--- config.mk ---
export PLATFORM = sky130hd
export DESIGN_NAME = l1d_writeback_buffer
export DESIGN_NICKNAME = d
export VERILOG_FILES = /design/src/rtl/l1d_writeback_buffer.sv
export SDC_FILE = /design/constraint.sdc
export NUM_CORES = 1
export LEC_CHECK = 0
export ABC_AREA = 1
export BUFFER_PORTS_ARGS = -buffer_cell sky130_fd_sc_hd__buf_2
export CAP_MARGIN = 20
export CORE_AREA = 10 10 205 226
export DETAILED_ROUTE_END_ITERATION = 7
export DIE_AREA = 0 0 215 236
export GPL_TIMING_DRIVEN = 0
export PLACE_DENSITY = 0.81
export SKIP_CTS_REPAIR_TIMING = 1
export SLEW_MARGIN = 20
export SYNTH_ARGS = -nofsm -noshare
export SYNTH_HDL_FRONTEND = slang
export SYNTH_SLANG_ARGS = --single-unit
--- constraint.sdc ---
create_clock -name clk_in -period 6.9 [get_ports clk_in]
set_clock_uncertainty 0.05 [all_clocks]
set_input_delay 0.69 -clock clk_in [delete_from_list [all_inputs] [get_ports clk_in]]
set_output_delay 0.69 -clock clk_in [all_outputs]
set_load 0.02 [all_outputs]
--- src/rtl/l1d_writeback_buffer.sv ---
// L1D writeback buffer: address-searchable FIFO of dirty evictions draining to the LC,
// read-miss pass-through with priority, and forwarding of buffered data. Option: WB_COALESCE_EN.
module l1d_writeback_buffer #(
  parameter int PADDR_BITS = 22,
  parameter int DEPTH      = 4,
  parameter int DATA_BITS  = 64
) (
  input  logic                  clk_in,
  input  logic                  rst_N_in,
  input  logic                  l1_valid_in,
  output logic                  l1_ready_out,
  input  logic [PADDR_BITS-1:0] l1_addr_in,
  input  logic [DATA_BITS-1:0]  l1_value_in,
  input  logic                  l1_we_in,
  output logic                  l1_resp_valid_out,
  input  logic                  l1_resp_ready_in,
  output logic [PADDR_BITS-1:0] l1_resp_addr_out,
  output logic [DATA_BITS-1:0]  l1_resp_value_out,
  output logic                  lc_valid_out,
  input  logic                  lc_ready_in,
  output logic [PADDR_BITS-1:0] lc_addr_out,
  output logic [DATA_BITS-1:0]  lc_value_out,
  output logic                  lc_we_out,
  output logic                  empty_out
);
  localparam int PTR_W = $clog2(DEPTH);
  localparam logic [PTR_W:0] FULL = (PTR_W+1)'(DEPTH);

  typedef enum logic [1:0] {IDLE, SEND_RD, SEND_WB} state_t;
  state_t state_q, state_d;

  logic [PADDR_BITS-1:0] ent_addr [DEPTH];
  logic [DATA_BITS-1:0]  ent_data [DEPTH];
  logic [PTR_W-1:0]      rd_ptr, wr_ptr, hit_idx;
  logic [PTR_W:0]        count;
  logic                  rd_pending, resp_pending, out_of_reset;
  logic [PADDR_BITS-1:0] rd_addr_q, resp_addr_q;
  logic [DATA_BITS-1:0]  resp_data_q;
  logic                  accept, wr_acc, rd_hit, rd_miss, alloc, pop, hit;

  assign l1_ready_out = out_of_reset && !rd_pending && !resp_pending && (count != FULL);
  assign accept  = l1_valid_in && l1_ready_out;
  assign wr_acc  = accept && l1_we_in;
  assign rd_hit  = accept && !l1_we_in && hit;
  assign rd_miss = accept && !l1_we_in && !hit;
  assign pop     = (state_q == SEND_WB) && lc_ready_in;

  // Lookup runs on pre-pop state; the last match in age order is the youngest.
  always_comb begin
    hit     = 1'b0;
    hit_idx = rd_ptr;
    for (int i = 0; i < DEPTH; i++) begin
      if ((PTR_W+1)'(i) < count && ent_addr[rd_ptr + PTR_W'(i)] == l1_addr_in) begin
        hit     = 1'b1;
        hit_idx = rd_ptr + PTR_W'(i);
      end
    end
  end

`ifdef WB_COALESCE_EN
  logic             co_hit, merge;
  logic [PTR_W-1:0] co_idx;

  // The head being presented to the LC must stay stable, so it is excluded.
  always_comb begin
    co_hit = 1'b0;
    co_idx = rd_ptr;
    for (int i = 0; i < DEPTH; i++) begin
      if ((PTR_W+1)'(i) < count && ent_addr[rd_ptr + PTR_W'(i)] == l1_addr_in &&
          !(i == 0 && state_q == SEND_WB)) begin
        co_hit = 1'b1;
        co_idx = rd_ptr + PTR_W'(i);
      end
    end
  end
  assign alloc = wr_acc && !co_hit;
  assign merge = wr_acc && co_hit;
`else
  assign alloc = wr_acc;
`endif

  always_ff @(posedge clk_in or negedge rst_N_in) begin
    if (!rst_N_in) begin
      state_q      <= IDLE;
      count        <= '0;
      rd_ptr       <= '0;
      wr_ptr       <= '0;
      rd_pending   <= 1'b0;
      resp_pending <= 1'b0;
      out_of_reset <= 1'b0;
    end else begin
      state_q      <= state_d;
      out_of_reset <= 1'b1;
      if (alloc) wr_ptr <= wr_ptr + 1'b1;
      if (pop)   rd_ptr <= rd_ptr + 1'b1;
      if (alloc && !pop)      count <= count + 1'b1;
      else if (!alloc && pop) count <= count - 1'b1;
      if (rd_miss)                                 rd_pending <= 1'b1;
      else if (state_q == SEND_RD && lc_ready_in) rd_pending <= 1'b0;
      if (rd_hit)                resp_pending <= 1'b1;
      else if (l1_resp_ready_in) resp_pending <= 1'b0;
    end
  end

  always_ff @(posedge clk_in) begin
    if (alloc) begin
      ent_addr[wr_ptr] <= l1_addr_in;
      ent_data[wr_ptr] <= l1_value_in;
    end
`ifdef WB_COALESCE_EN
    if (merge) ent_data[co_idx] <= l1_value_in;
`endif
    if (rd_miss) rd_addr_q <= l1_addr_in;
    if (rd_hit) begin
      resp_addr_q <= l1_addr_in;
      resp_data_q <= ent_data[hit_idx];
    end
  end

  // A miss accepted while idle goes straight to SEND_RD so it overtakes buffered writebacks.
  always_comb begin
    state_d      = state_q;
    lc_valid_out = 1'b0;
    lc_we_out    = 1'b0;
    lc_addr_out  = '0;
    lc_value_out = '0;
    case (state_q)
      IDLE: begin
        if (rd_pending || rd_miss) state_d = SEND_RD;
        else if (count != '0)      state_d = SEND_WB;
      end
      SEND_RD: begin
        lc_valid_out = 1'b1;
        lc_addr_out  = rd_addr_q;
        if (lc_ready_in) state_d = IDLE;
      end
      SEND_WB: begin
        lc_valid_out = 1'b1;
        lc_we_out    = 1'b1;
        lc_addr_out  = ent_addr[rd_ptr];
        lc_value_out = ent_data[rd_ptr];
        if (lc_ready_in) state_d = IDLE;
      end
      default: state_d = IDLE;
    endcase
  end

  assign l1_resp_valid_out = resp_pending;
  assign l1_resp_addr_out  = resp_pending ? resp_addr_q : '0;
  assign l1_resp_value_out = resp_pending ? resp_data_q : '0;
  assign empty_out = (count == '0) && !rd_pending && !resp_pending && (state_q == IDLE);

endmodule

==> qor.yml <==
status: "finished with violations"
violations: "DRC"
root_buffer: "clkbuf_16"
worst_slew_pin_slew_ns: 1.04
powerDensity_nw_per_um2: 410
htreeDepth: 2
leakagePower_nw: 13.5
end_kind: "primary output"
grt_pass1_vias: 22600
r2r-end: "resp_addr_q[14]"
synth_ff_type: "edfxtp_1"
grt.total_usage: 0.340
antenna_left: 0
drive_gt1_frac: 0.142
via_count: 23500
gp_congestion: 0.999
hold_viol: 0
fp.dieArea_um2: 50700
critical_path_buf_inv_count: 6
worstPathArrival_ns: 4.30
grt_start_max_net_pins: 24
grt_pass1_wl_um: 133000
synthCells: 2937
async_flop_share: 0.0259
rsz0062_at_grt: "false"
cp.required_ns: 6.16
cts_sinks: 464
port_buffers: 268
final-setup-viol-count: 0
placedCellCount: 3792
cts_made_buffers: 47
gr-total-overflow: 0
drc: 5
critPathMaxStageDelay_ns: 0.61
drt_iter0_markers: 3262
nNetsFinal: 3379
ys_types: 33
wire_per_inst_um: 23.1
ir_drop_mv: 0.357
ys_ff_latch: 464
area_delta_synth_final_pct: 16.5
max_freq_mhz: 198
yosysSeqAreaShare: 0.561
clock_path_buffers: 3
io_pins: 269
maxSlewViolCount: 0
rrSetupSlack_ns: 2.19
holdCritStartpoint: "l1_value_in[37]"
antenna_found_initial: 10
fp.dieH_um: 236
via_per_inst: 6.03
reg2reg_from: "rd_ptr[1]"
cp_top_family: "buffers and inverters"
holdPathEnd: "ent_data[2][37]"
syn_area_per_cell_um2: 8.42
fin_util: 0.689
post-synth-top-area-fraction: 0.549
dp_hpwl_um: 64700
slowest_stage: "clkbuf_1"
syn_nets: 3041
netlist_area_um2: 24700
synth_edf_count: 452
initial_core_util: 0.591
fin_crit_sh: 0.731
netlist_top_cells_area: "edfxtp_1 (55%), nand2_1 (17%), nand3_1 (11%)"
cp_common_cell: "buf_2"
final_cells: 3886
insertion_delay_ns: 0.60
totalPowerFinal_mw: 11.8
crit_chain: "buf_2 -> buf_2 -> buf_2 -> clkbuf_1 -> clkbuf_1 -> nand3_1 -> a31oi_1 -> buf_2"
clkTransAtPathRegs_ns: 0.06
hold_class: "in2reg"
rows: 79
whs_path_depth: 1
crit_type: "reg2out"
cts_tree: "done"
wirelength_um: 89800
start_kind: "register"
drt_pass1_iterations: 8
path_max_fanout: 10
fin_crit_ns: 5.04
coreArea_um2: 41800
slew_headroom: 0.304
yosysTopAreaCell: "edfxtp_1"
die_w_um: 215
cap_viol_max_count: 0
synthesis.yosys.warnings: 0
r2r_cells: 17
logic make-up (layout without fill, tap and decap cells):
| group | Yosys count | after routing | synth area share |
|---|---|---|---|
| simple gates | 1786 | 1786 | 0.301 |
| buf+inv | 479 | 855 | 0.0798 |
| flops | 464 | 464 | 0.561 |
| compound gates | 182 | 182 | 0.0471 |
| xor+xnor | 13 | 13 | 0.00460 |
| fa+ha+maj | 12 | 12 | 0.00607 |
| other cells | 1 | 7 | 0.000152 |
sequential cells by signal (all words and copies together) (netlist names):
signal and cells:
ent_data 256, ent_addr 88, resp_data_q 64, rd_addr_q 22, resp_addr_q 22, count 3
rd_ptr 2, state_q 2, wr_ptr 2, l1_resp_valid_out 1, out_of_reset 1, rd_pending 1
synth_stat cells (19+ instances only):
| master | n |
|---|---|
| clkbuf_1 | 52 |
| nand3_1 | 556 |
| nor2_1 | 102 |
| edfxtp_1 | 452 |
| a31oi_1 | 64 |
| a22oi_1 | 64 |
| buf_2 | 87 |
| nand2_1 | 1110 |
| a21oi_1 | 28 |
| o21ai_0 | 19 |
| inv_1 | 308 |
placed cells by master, fill, tap and decap left out, types with 2 or more instances in the layout:
cell and instances:
nand2_1 1110, nand3_1 556, edfxtp_1 452, buf_2 355, inv_1 308, nor2_1 97
clkbuf_1 66, a22oi_1 64, a31oi_1 64, clkbuf_16 48, a21oi_1 28, o21ai_0 19
xor2_1 12, buf_1 12, ha_1 12, dfrtp_1 12, nand4_1 10, buf_16 10
buf_12 10, buf_4 9, clkinv_2 9, clkinv_1 7, diode_2 6, inv_2 6
nor2_4 5, buf_6 4, bufinv_16 4, nand3b_1 2, o21a_1 2, o21ai_1 2
and2_1 2, inv_6 2
where the power goes:
| group | total, mW | internal (mW) | switching [mW] |
|---|---|---|---|
| Sequential | 3.38 | 3.30 | 0.0779 |
| Clock | 2.53 | 1.43 | 1.10 |
| Combinational | 5.90 | 1.59 | 4.32 |
| Total | 11.8 | 6.32 | 5.49 |
metrics by stage:
stage          hold WS (ns)  setup WS, ns  area, µm²  TNS (ns)
2_1_floorplan         0.344          1.01      24700         0
3_3_place_gp          0.467         -2.77      26800   -889.46
3_5_place_dp          0.502          2.31      27300         0
4_1_cts             -0.0778          2.06      28800         0
5_1_grt               0.255          1.90      28800         0
6_report              0.249          1.86      28800         0
final cells by class:
type,instances,area (µm²)
Sequential cell,464,13900
Fill cell,3207,13000
Multi-Input combinational cell,1994,8920
Timing Repair Buffer,289,1830
Clock buffer,63,1260
Inverter,315,1180
Buffer,164,790
Tap cell,567,709
Clock inverter,24,233
Antenna cell,6,15.0
how the worst max path moves through the flow:
stage / startpoint / end / depth (start not counted)
2_1_floorplan: rd_ptr[1] / resp_addr_q[0] / 14
3_3_place_gp: rd_ptr[1] / resp_addr_q[14] / 13
3_5_place_dp: rd_ptr[1] / resp_addr_q[14] / 17
4_1_cts: rd_ptr[1] / lc_value_out[3] / 8
5_1_grt: rd_ptr[1] / lc_value_out[61] / 8
6_report: rd_ptr[1] / lc_value_out[60] / 8
routing by layer:
layer | vias to the layer above | global-route usage | wire length [µm] | share of wire
met4 | 10 | 0.175 | 5010 | 0.056
met5 | - | 0 | 58 | 0.00065
met1 | 10800 | 0.404 | 30800 | 0.34
li1 | 10500 | - | - | -
met3 | 357 | 0.0666 | 10400 | 0.12
met2 | 1827 | 0.580 | 43600 | 0.49
No activity file was read; power rests on OpenSTA's default activity.
